`config.mk`:
```
export PLATFORM = sky130hd
export DESIGN_NAME = seven_segment_scan_driver
export DESIGN_NICKNAME = d
export VERILOG_FILES = /design/src/rtl/seven_segment_scan_driver.sv
export SDC_FILE = /design/constraint.sdc
export NUM_CORES = 1
export LEC_CHECK = 0
export BUFFER_PORTS_ARGS = -buffer_cell sky130_fd_sc_hd__buf_2
export CORE_MARGIN = 3
export CORE_UTILIZATION = 50
export CTS_BUF_LIST = sky130_fd_sc_hd__clkbuf_4 sky130_fd_sc_hd__clkbuf_8
export CTS_CLUSTER_SIZE = 40
export DETAILED_ROUTE_END_ITERATION = 8
export PLACE_DENSITY = 0.82
export SLEW_MARGIN = 30
export SYNTH_ARGS = -nofsm -noshare
export SYNTH_HDL_FRONTEND = slang
export SYNTH_SLANG_ARGS = --single-unit
```
`constraint.sdc`:
```
create_clock -name i_Clk -period 2.94 [get_ports i_Clk]
set_clock_uncertainty 0.1 [all_clocks]
set_input_delay 0.588 -clock i_Clk [delete_from_list [all_inputs] [get_ports i_Clk]]
set_output_delay 0.588 -clock i_Clk [all_outputs]
set_load 0.1 [all_outputs]
```
`src/rtl/seven_segment_scan_driver.sv`:
```
// seven_segment_scan_driver
//   Multi-digit hex seven-segment scan driver. A packed value of NUM_DIGITS nibbles and
//   per-digit decimal points are captured into shadow registers on i_Load. A single segment
//   bus is time-multiplexed across NUM_DIGITS common-enable digits, each held for
//   CLKS_PER_DIGIT clocks. Optional leading-zero blanking and output polarity selection.
//
// Ports
//   i_Clk         system clock
//   i_Rst         asynchronous active-high reset
//   i_Value       packed nibbles, digit k = i_Value[4k+3:4k], digit 0 least significant
//   i_DP          decimal point per digit, 1 = lit
//   i_Load        capture i_Value/i_DP into the shadow registers on this edge
//   o_Segments    {A,B,C,D,E,F,G}, A = bit 6, registered
//   o_Segment_DP  decimal point of the active digit, registered
//   o_Digit_En    one-hot digit enable, registered
//   o_Frame_Tick  one-cycle pulse when the displayed digit wraps back to digit 0
module seven_segment_scan_driver #(
  parameter int unsigned NUM_DIGITS     = 2,
  parameter int unsigned CLKS_PER_DIGIT = 25000,
  parameter bit          SEG_ACTIVE_LOW = 1'b1,
  parameter bit          DIG_ACTIVE_LOW = 1'b0,
  parameter bit          BLANK_LEADING  = 1'b0
) (
  input  logic                    i_Clk,
  input  logic                    i_Rst,
  input  logic [4*NUM_DIGITS-1:0] i_Value,
  input  logic [NUM_DIGITS-1:0]   i_DP,
  input  logic                    i_Load,
  output logic [6:0]              o_Segments,
  output logic                    o_Segment_DP,
  output logic [NUM_DIGITS-1:0]   o_Digit_En,
  output logic                    o_Frame_Tick
);

  localparam int unsigned CntW = $clog2(CLKS_PER_DIGIT);
  localparam int unsigned IdxW = (NUM_DIGITS > 1) ? $clog2(NUM_DIGITS) : 1;

  localparam logic [CntW-1:0]       CntMax = CntW'(CLKS_PER_DIGIT - 1);
  localparam logic [IdxW-1:0]       IdxMax = IdxW'(NUM_DIGITS - 1);
  localparam logic [6:0]            SegOff = {7{SEG_ACTIVE_LOW}};
  localparam logic                  DpOff  = SEG_ACTIVE_LOW;
  localparam logic [NUM_DIGITS-1:0] DigOff = {NUM_DIGITS{DIG_ACTIVE_LOW}};

  // Active-high glyph for one hex nibble.
  function automatic logic [6:0] decode(input logic [3:0] nib);
    logic [6:0] g;
    unique case (nib)
      4'h0:    g = 7'h7E;
      4'h1:    g = 7'h30;
      4'h2:    g = 7'h6D;
      4'h3:    g = 7'h79;
      4'h4:    g = 7'h33;
      4'h5:    g = 7'h5B;
      4'h6:    g = 7'h5F;
      4'h7:    g = 7'h70;
      4'h8:    g = 7'h7F;
      4'h9:    g = 7'h7B;
      4'hA:    g = 7'h77;
      4'hB:    g = 7'h1F;
      4'hC:    g = 7'h4E;
      4'hD:    g = 7'h3D;
      4'hE:    g = 7'h4F;
      4'hF:    g = 7'h47;
      default: g = 7'h00;
    endcase
    return g;
  endfunction

  logic [CntW-1:0]         cnt_q, cnt_d;
  logic [IdxW-1:0]         idx_q, idx_d;
  logic [4*NUM_DIGITS-1:0] value_q;
  logic [NUM_DIGITS-1:0]   dp_q;
  // Set on the edge the index wraps to 0; turns into the tick as digit 0 reaches the pins.
  logic                    wrap_q, wrap_d;
  logic [6:0]              seg_q, seg_d;
  logic                    seg_dp_q, seg_dp_d;
  logic [NUM_DIGITS-1:0]   dig_en_q, dig_en_d;
  logic                    tick_q;

  logic                    cnt_wrap;
  logic [3:0]              nibble;
  logic                    dp_sel;
  logic                    blank_sel;
  logic                    zero_run;
  logic [NUM_DIGITS-1:0]   blank_vec;
  logic [6:0]              seg_on;
  logic [NUM_DIGITS-1:0]   onehot;

  // Scan timing.
  always_comb begin
    cnt_wrap = (cnt_q == CntMax);
    cnt_d    = cnt_wrap ? '0 : cnt_q + CntW'(1);
    idx_d    = idx_q;
    wrap_d   = 1'b0;
    if (cnt_wrap) begin
      if (idx_q == IdxMax) begin
        idx_d  = '0;
        wrap_d = 1'b1;
      end else begin
        idx_d  = idx_q + IdxW'(1);
      end
    end
  end

  // Digit select, leading-zero detection and decode.
  always_comb begin
    nibble    = 4'h0;
    dp_sel    = 1'b0;
    blank_sel = 1'b0;
    zero_run  = 1'b1;
    blank_vec = '0;
    // Walk from the most significant digit down; a digit is blank while everything
    // from it upward is zero. Digit 0 is never blanked.
    for (int k = NUM_DIGITS - 1; k >= 0; k--) begin
      zero_run = zero_run & (value_q[4*k +: 4] == 4'h0);
      if (k > 0) begin
        blank_vec[k] = zero_run;
      end
    end
    for (int k = 0; k < NUM_DIGITS; k++) begin
      if (idx_q == IdxW'(k)) begin
        nibble    = value_q[4*k +: 4];
        dp_sel    = dp_q[k];
        blank_sel = BLANK_LEADING & blank_vec[k];
      end
    end
    seg_on   = blank_sel ? 7'h00 : decode(nibble);
    seg_d    = SEG_ACTIVE_LOW ? ~seg_on : seg_on;
    seg_dp_d = SEG_ACTIVE_LOW ? ~dp_sel : dp_sel;
    onehot   = NUM_DIGITS'(1) << idx_q;
    dig_en_d = DIG_ACTIVE_LOW ? ~onehot : onehot;
  end

  always_ff @(posedge i_Clk or posedge i_Rst) begin
    if (i_Rst) begin
      cnt_q    <= '0;
      idx_q    <= '0;
      value_q  <= '0;
      dp_q     <= '0;
      wrap_q   <= 1'b0;
      seg_q    <= SegOff;
      seg_dp_q <= DpOff;
      dig_en_q <= DigOff;
      tick_q   <= 1'b0;
    end else begin
      cnt_q    <= cnt_d;
      idx_q    <= idx_d;
      wrap_q   <= wrap_d;
      seg_q    <= seg_d;
      seg_dp_q <= seg_dp_d;
      dig_en_q <= dig_en_d;
      tick_q   <= wrap_q;
      if (i_Load) begin
        value_q <= i_Value;
        dp_q    <= i_DP;
      end
    end
  end

  assign o_Segments   = seg_q;
  assign o_Segment_DP = seg_dp_q;
  assign o_Digit_En   = dig_en_q;
  assign o_Frame_Tick = tick_q;

endmodule

```
==> results.json, run 1 <==
{
  "synth_top_area_share": 0.435,
  "pwr-share-seq": 0.519,
  "hold_buffers": 0,
  "syn-num-nets": 164,
  "rsz0062_at_grt": "no",
  "power.internal_uw": 744,
  "slew_violations": 0,
  "crit_slowest_cell": "dfrtp_1",
  "drt_iter0_drc": 93,
  "drt-total-wl_um": 3130,
  "diodes": 0,
  "cp_data_arrival_time_ns": 2.48,
  "place_area_um2": 1890,
  "cts_htree_levels": 2,
  "cts.sinks": 38,
  "clock_latency_ns": 0.35,
  "grt-ovfl-total": 0,
  "path_buf_inv": 1,
  "worst_pin_slew_ns": 0.574,
  "die_w_um": 64.8,
  "dp_hpwl_um": 2300,
  "critPathTopFamily": "flip-flops",
  "nets": 192,
  "status": "completed",
  "cts_tree": "yes",
  "hold_class": "input port to asynchronous set/reset pin",
  "r2r_start": "idx_q$_DFFE_PP0N_",
  "grt_antenna_before_repair": 0,
  "die-area_um2": 4190,
  "fin_area_um2": 1960,
  "numCtsBuffers": 5,
  "die_h_um": 64.8,
  "slew_headroom": 0.606,
  "critPathLaunchType": "flop",
  "cts.repair.resized": 0,
  "grt_pass1_wl_um": 5350,
  "leakagePower_nw": 0.894,
  "area_growth_pct": 13.3,
  "synth_area_leaders": "dfrtp_1 43%, dfstp_2 12%, mux2_2 7.8%",
  "start_util": 0.543,
  "grt_pass1_vias": 1194,
  "ant_nets": 0,
  "worstPathRequired_ns": 3.10,
  "clock_path_buffers": 2,
  "num_io_pins": 24,
  "cpPeakStageDelay_ns": 0.61,
  "setup_viol": 0,
  "grt_max_degree": 28,
  "hold_viol": 0,
  "ys_ff_latch": 38,
  "path_cells": "mux2i_1 > inv_1 > ha_1 > nand2_1 > a21boi_0 > o21ai_0",
  "io_buffer_count": 23,
  "cts_root_buffer": "clkbuf_4",
  "netlist_instances": 144,
  "crit_path_start": "idx_q$_DFFE_PP0N_",
  "yosys_warnings": 0,
  "clk_pin_slew_ns": 0.12,
  "avgViaCountPerCell": 5.38,
  "syn_avg_cell_area_um2": 12.0,
  "fin_tns_setup_ns": 0,
  "p_comb_frac": 0.222,
  "cts_setup_buffers": 0,
  "netSwitchingFraction": 0.331,
  "holdWs_ns": 0.108,
  "layout-drive-gt1-share": 0.329,
  "first_pass_iters": 5,
  "period_minus_slack_ns": 2.32,
  "synth_top_cell_by_area": "dfrtp_1",
  "peakVddDrop_uv": 352,
  "route.detailed.drc": 0,
  "rows": 20,
  "ys_types": 34,
  "yosysSeqAreaShare": 0.557,
  "netlist_area_um2": 1730,
  "routedWlPerCell_um": 14.4,
  "cp-end-kind": "flop",
  "fmax_ghz": 0.431,
  "core_area_um2": 3180,
  "grt_use_total": 0.170,
  "finalCritPeriodShare": 0.790,
  "clock_power_share": 0.259,
  "powerDensity_nw_per_um2": 568,
  "maxCapViolCount": 0,
  "crit_path_max_fanout": 10,
  "path_class": "flop to flop",
  "switching_power_uw": 369,
  "num_vias": 1167,
  "gp_congestion": 0.780
}
flip-flops by register name, indices dropped and copies added, names as in the netlist:
register / flops
cnt_q: 15
dp_q: 2
idx_q: 1
o_Digit_En: 2
o_Frame_Tick: 1
o_Segment_DP: 1
o_Segments: 7
value_q: 8
wrap_q: 1
per-layer routing:
layer  track usage  wire length, µm  vias to the layer above
met5             0                0                        -
met4        0.0765               44                        0
met3        0.0520              124                        7
met2         0.312             1740                       29
met1         0.176             1210                      578
li1              -                -                      553
area by class of cell:
type / instances / area, µm²
Fill cell: 273 / 1220
Sequential cell: 38 / 961
Multi-Input combinational cell: 94 / 721
Timing Repair Buffer: 24 / 123
Clock buffer: 7 / 58.8
Tap cell: 44 / 55.1
Inverter: 9 / 33.8
Clock inverter: 1 / 5.00
synthesized netlist by cell type:
cell / count
and4_2: 1
ha_1: 7
clkbuf_1: 3
a21oi_1: 2
a21boi_0: 1
or4bb_1: 1
xor2_1: 6
a31oi_1: 1
and2_2: 1
nand3_1: 4
or2_2: 1
o2bb2ai_1: 1
xnor2_1: 6
inv_1: 9
mux2_2: 12
a32o_1: 2
o21ai_0: 3
nor2_1: 12
nor2b_1: 1
a22oi_1: 1
o31ai_1: 1
a211oi_1: 1
nand2_1: 12
a22o_1: 1
a31o_1: 1
or4_4: 1
nor4_4: 1
nor4_1: 1
nand4_1: 5
nand4b_1: 1
dfrtp_1: 30
mux2i_1: 5
nor3_1: 1
dfstp_2: 8
per-stage QoR:
stage          instances  power, mW  worst slack, ns  utilization
3_3_place_gp         209      0.822            0.921        0.596
3_5_place_dp         209      0.833            0.722        0.596
4_1_cts              217       1.12            0.661        0.616
5_1_grt              217       1.16            0.434        0.616
6_report             217       1.11            0.617        0.616
2_1_floorplan        144      0.790            0.994            -
layout by cell type, fill, tap and decap left out, drive strengths merged, types with 2 or more instances in the layout:
cell / count
nand4: 5
buf: 24
nand2: 12
mux2i: 5
xnor2: 6
nand3: 4
ha: 7
xor2: 6
inv: 9
nor2: 12
a21oi: 2
mux2: 12
clkbuf: 7
nor4: 2
dfstp: 8
a32o: 2
o21ai: 3
dfrtp: 30
power groups by stage:
stage / Sequential [mW] / Combinational, mW / Clock (mW)
global placement: 0.585 / 0.238 / 0
detailed placement: 0.588 / 0.245 / 0
global route: 0.582 / 0.260 / 0.317
floorplan: 0.719 / 0.0710 / 0
finish: 0.577 / 0.247 / 0.288
CTS: 0.578 / 0.247 / 0.297
kinds of logic after synthesis:
kind of cell    after synthesis  synth area share
simple gates                 43             0.136
flops                        38             0.557
mux                          17             0.107
compound gates               15            0.0623
xor+xnor                     12            0.0609
buf+inv                      12            0.0261
fa+ha+maj                     7            0.0507
final timing paths:
check	depth (start not counted)	endpoint	slack (ns)
worst min register to register	0	o_Frame_Tick$_DFF_PP0_	0.26
worst max-delay path	6	o_Segments[0]$_DFF_PP1_	0.62
max in group asynchronous	3	o_Segments[1]$_DFF_PP1_	1.89
min in group i_Clk	0	o_Frame_Tick$_DFF_PP0_	0.26
worst min-delay path	2	value_q[6]$_DFFE_PP0P_	0.11
worst max register to register	6	o_Segments[0]$_DFF_PP1_	0.62
No activity file was read; power rests on OpenSTA's default activity.
==> run 2: changes to the inputs <==
Settings changed: PLACE_DENSITY 0.82 to 0.85.
Clock period 2.94 ns to 2.1 ns, I/O delays scaled along.
==> run 2 against run 1 <==
  * Non-clock buffer count is 4 higher
  * Critical path depth is 2 lower
  * Combinational power is 40% higher
  * Fmax is 25% higher
  * Power is 39% higher
  * Largest cell class unchanged
  * Largest power group unchanged
==> results.json, run 2 (synthesis gave the netlist of run 1 again) <==
{
  "status": "completed",
  "cts_tree": "yes",
  "critPathTopFamily": "simple AND/OR/NAND/NOR gates",
  "core_area_um2": 3180,
  "switching_power_uw": 501,
  "crit_slowest_cell": "or4_4",
  "fmax_ghz": 0.537,
  "setup_viol": 0,
  "critPathLaunchType": "flop",
  "regMostFlops": "cnt_q",
  "io_buffer_count": 23,
  "drt_iter0_drc": 57,
  "diodes": 0,
  "start_util": 0.543,
  "place_area_um2": 1920,
  "holdWs_ns": 0.0658,
  "path_cells": "or4_4 > nor4_4 > a211oi_1 > a31o_1",
  "routedWlPerCell_um": 13.2,
  "grt_max_degree": 39,
  "first_pass_iters": 5,
  "period_minus_slack_ns": 1.86,
  "gp_congestion": 0.986,
  "r2r_start": "cnt_q[3]$_DFF_PP0_",
  "netSwitchingFraction": 0.324,
  "nets": 196,
  "clock_latency_ns": 0.34,
  "worst_pin_slew_ns": 0.468,
  "rsz0062_at_grt": "no",
  "grt_use_total": 0.156,
  "peakVddDrop_uv": 735,
  "fin_area_um2": 1990,
  "path_buf_inv": 0,
  "route.detailed.drc": 0,
  "cts.repair.resized": 0,
  "drt-total-wl_um": 2910,
  "power.internal_mw": 1.05,
  "hold_buffers": 0,
  "clock_path_buffers": 2,
  "leakagePower_nw": 0.915,
  "r2r_slack_ns": 0.24,
  "crit_cells": 4,
  "grt_antenna_before_repair": 0,
  "largest_reg_flops": 15,
  "pwr-share-seq": 0.522,
  "rows": 20,
  "p_comb_frac": 0.224,
  "hold_class": "input port to asynchronous set/reset pin",
  "cts.sinks": 38,
  "final_common_cell": "dfrtp_1",
  "cts_setup_buffers": 0,
  "cts_root_buffer": "clkbuf_4",
  "clk_pin_slew_ns": 0.10,
  "slew_headroom": 0.679,
  "die_h_um": 64.8,
  "layout-drive-gt1-share": 0.345,
  "die-area_um2": 4190,
  "worstPathRequired_ns": 2.23,
  "powerDensity_nw_per_um2": 779,
  "fin_tns_setup_ns": 0,
  "slew_violations": 0,
  "grt-ovfl-total": 0,
  "path_class": "flop to flop",
  "cp-end-kind": "flop",
  "n_fill_cell": 253,
  "cpPeakStageDelay_ns": 0.56,
  "clock_power_share": 0.254,
  "grt_pass1_vias": 1138,
  "crit_path_max_fanout": 6,
  "cts_htree_levels": 2,
  "mostFrequentLayoutCells": "30 x dfrtp_1, 23 x buf_2, 12 x mux2_2, 12 x nand2_1, 12 x nor2_1",
  "hold_viol": 0,
  "grt_pass1_wl_um": 4990,
  "area_growth_pct": 15.1,
  "reg2reg_depth": 4,
  "dp_hpwl_um": 2140,
  "maxCapViolCount": 0,
  "finalCritPeriodShare": 0.886,
  "die_w_um": 64.8,
  "num_io_pins": 24,
  "avgViaCountPerCell": 5.33,
  "cp_data_arrival_time_ns": 1.99,
  "ant_nets": 0,
  "num_vias": 1178,
  "regToRegEndpoint": "cnt_q[13]$_DFF_PP0_",
  "numCtsBuffers": 5
}
-- run 2: cell types whose count changed in the layout (fill, tap and decap cells not counted), sizes merged --
| cell | previous run | this run |
|---|---|---|
| buf | 24 | 28 |
-- run 2: worst reg2reg max path, stage by stage, from the launching register on --
cell      delay, ns
dfrtp_1        0.45
or4_4          0.57
nor4_4         0.35
a211oi_1       0.09
a31o_1         0.20
-- run 2: power by group through the flow --
stage | registers [mW] | logic [mW] | clock network (mW)
after floorplan | 1.01 | 0.0995 | 0
after global placement | 0.818 | 0.339 | 0
after detailed placement | 0.821 | 0.347 | 0
after CTS | 0.808 | 0.347 | 0.410
after global routing | 0.812 | 0.367 | 0.439
final | 0.807 | 0.347 | 0.393
-- run 2: layer usage --
| layer | track usage | vias up | share of wire |
|---|---|---|---|
| li1 | - | 560 | - |
| met1 | 0.173 | 580 | 0.40 |
| met2 | 0.282 | 35 | 0.54 |
| met3 | 0.0485 | 3 | 0.051 |
| met4 | 0.0475 | 0 | 0.013 |
| met5 | 0 | - | 0 |
-- run 2: final cells by class --
cell class,instances,area [µm²],area share
timing repair buffer,28,153,0.0768
inverter,9,33.8,0.0170
multi-input combinational,94,721,0.363
tap,44,55.1,0.0277
clock buffer,7,58.8,0.0296
sequential,38,961,0.484
clock inverter,1,5.00,0.00252
-- run 2: worst max-delay path by stage --
| stage | from | to | slack (ns) |
|---|---|---|---|
| 3_5_place_dp | cnt_q[3]$_DFF_PP0_ | cnt_q[5]$_DFF_PP0_ | 0.25 |
| 4_1_cts | cnt_q[3]$_DFF_PP0_ | cnt_q[13]$_DFF_PP0_ | 0.25 |
| 3_3_place_gp | cnt_q[3]$_DFF_PP0_ | cnt_q[13]$_DFF_PP0_ | 0.29 |
| 6_report | cnt_q[3]$_DFF_PP0_ | cnt_q[13]$_DFF_PP0_ | 0.24 |
| 2_1_floorplan | idx_q$_DFFE_PP0N_ | o_Segments[1]$_DFF_PP1_ | 0.15 |
| 5_1_grt | cnt_q[3]$_DFF_PP0_ | cnt_q[13]$_DFF_PP0_ | 0.14 |
-- run 2: per-stage QoR --
stage | cells | worst slack [ns] | utilization | total power [mW]
6_report | 221 | 0.239 | 0.625 | 1.55
5_1_grt | 221 | 0.138 | 0.625 | 1.62
4_1_cts | 221 | 0.246 | 0.625 | 1.56
3_5_place_dp | 213 | 0.255 | 0.605 | 1.17
3_3_place_gp | 213 | 0.291 | 0.605 | 1.16
2_1_floorplan | 144 | 0.154 | - | 1.11
==> run 3: changes to the inputs <==
Settings changed: CTS_BUF_LIST sky130_fd_sc_hd__clkbuf_4 sky130_fd_sc_hd__clkbuf_8 to not set, CTS_CLUSTER_SIZE 40 to 25.
==> run 3 against run 2 <==
  * Non-clock buffer count did not move
  * Global-route usage up 0.074 points
  * Power shrank 0.66%
  * Clock power fell by 3%
  * Sequential power about the same
  * Via count fell by 0.34%
  * Final area shrank 0.19%
==> results.json, run 3 (synthesis gave the netlist of run 1 again) <==
{
  "diodes": 0,
  "fin_cells": 221,
  "switching_power_uw": 504,
  "worstPathRequired_ns": 2.23,
  "fin_tns_setup_ns": 0,
  "cts_setup_buffers": 0,
  "layout-drive-gt1-share": 0.339,
  "place_inst": 213,
  "start_util": 0.543,
  "pre_cts_slack_ns": 0.255,
  "place_area_um2": 1920,
  "num_vias": 1174,
  "leakagePower_nw": 0.911,
  "final_common_cell": "dfrtp_1",
  "holdWs_ns": 0.0629,
  "clock_power_share": 0.249,
  "hold_class": "input port to asynchronous set/reset pin",
  "rsz0062_at_grt": "no",
  "io_buffer_count": 23,
  "slew_violations": 0,
  "cts.repair.resized": 0,
  "pwr-share-seq": 0.525,
  "drt-total-wl_um": 2900,
  "mostFrequentLayoutCells": "30 x dfrtp_1, 23 x buf_2, 12 x mux2_2, 12 x nand2_1, 12 x nor2_1",
  "nets": 196,
  "area_growth_pct": 14.9,
  "power.internal_mw": 1.03,
  "path_class": "flop to flop",
  "gp_congestion": 0.986,
  "powerDensity_nw_per_um2": 775,
  "drt_iter0_drc": 52,
  "dp_hpwl_um": 2140,
  "fin_ws_ns": 0.238,
  "grt_antenna_before_repair": 0,
  "cts.sinks": 38,
  "num_io_pins": 24,
  "rows": 20,
  "avgViaCountPerCell": 5.31,
  "critPathLaunchType": "flop",
  "slew_headroom": 0.668,
  "clock_latency_ns": 0.34,
  "utilization": 0.624,
  "fmax_ghz": 0.537,
  "grt_max_degree": 39,
  "grt_use_total": 0.156,
  "core_area_um2": 3180,
  "hold_buffers": 0,
  "route.detailed.drc": 0,
  "setup_viol": 0,
  "cts_tree": "yes",
  "p_comb_frac": 0.226,
  "grt_pass1_wl_um": 5020,
  "fin_area_um2": 1980,
  "peakVddDrop_uv": 743,
  "cts_root_buffer": "clkbuf_4",
  "numCtsBuffers": 5,
  "status": "completed",
  "ant_nets": 0,
  "die-area_um2": 4190,
  "period_minus_slack_ns": 1.86,
  "crit_path_max_fanout": 6,
  "finalCritPeriodShare": 0.887,
  "routedWlPerCell_um": 13.1,
  "largest_reg_flops": 15,
  "grt_pass1_vias": 1139,
  "worst_pin_slew_ns": 0.484,
  "hold_viol": 0,
  "clock_path_buffers": 2,
  "cp-end-kind": "flop",
  "die_h_um": 64.8,
  "maxCapViolCount": 0,
  "cts_htree_levels": 2,
  "first_pass_iters": 4,
  "clk_pin_slew_ns": 0.11,
  "netSwitchingFraction": 0.328,
  "cp_data_arrival_time_ns": 1.99,
  "grt-ovfl-total": 0,
  "die_w_um": 64.8,
  "totalPowerFinal_mw": 1.54,
  "regMostFlops": "cnt_q"
}
-- run 3: cell types whose count changed in the layout (fill, tap and decap cells not counted) --
cell	previous run	this run
clkbuf_1	0	1
clkbuf_4	6	5
-- run 3: area by class of cell --
class                           count  area, µm²
Clock buffer                        7       55.1
Clock inverter                      1       5.00
Fill cell                         253       1190
Inverter                            9       33.8
Multi-Input combinational cell     94        721
Sequential cell                    38        961
Tap cell                           44       55.1
Timing Repair Buffer               28        153
-- run 3: power by group through the flow --
stage,sequential [mW],clock (mW),combinational (mW)
2_1_floorplan,1.01,0,0.0995
3_3_place_gp,0.818,0,0.339
3_5_place_dp,0.821,0,0.347
4_1_cts,0.808,0.398,0.347
5_1_grt,0.812,0.430,0.367
6_report,0.807,0.383,0.347
-- run 3: worst paths after layout --
kind,start,to,slack (ns),cells after the start
max in group asynchronous,i_Rst,o_Segments[1]$_DFF_PP1_,1.49,3
min in group i_Clk,i_Value[3],value_q[3]$_DFFE_PP0P_,0.20,2
worst max-delay path,cnt_q[3]$_DFF_PP0_,cnt_q[13]$_DFF_PP0_,0.24,4
worst max register to register,cnt_q[3]$_DFF_PP0_,cnt_q[13]$_DFF_PP0_,0.24,4
worst min-delay path,i_Rst,cnt_q[8]$_DFF_PP0_,0.06,3
worst min register to register,wrap_q$_DFF_PP0_,o_Frame_Tick$_DFF_PP0_,0.26,0
-- run 3: per-layer routing --
layer  part of all wire  vias to the layer above  track usage
li1                   -                      562            -
met5                  0                        -            0
met2               0.53                       34        0.281
met1               0.40                      573        0.176
met3              0.048                        5       0.0485
met4              0.014                        0       0.0475
-- run 3: worst max-delay path: stages (launching register included) --
cell,delay [ns]
dfrtp_1,0.45
or4_4,0.56
nor4_4,0.36
a211oi_1,0.09
a31o_1,0.20
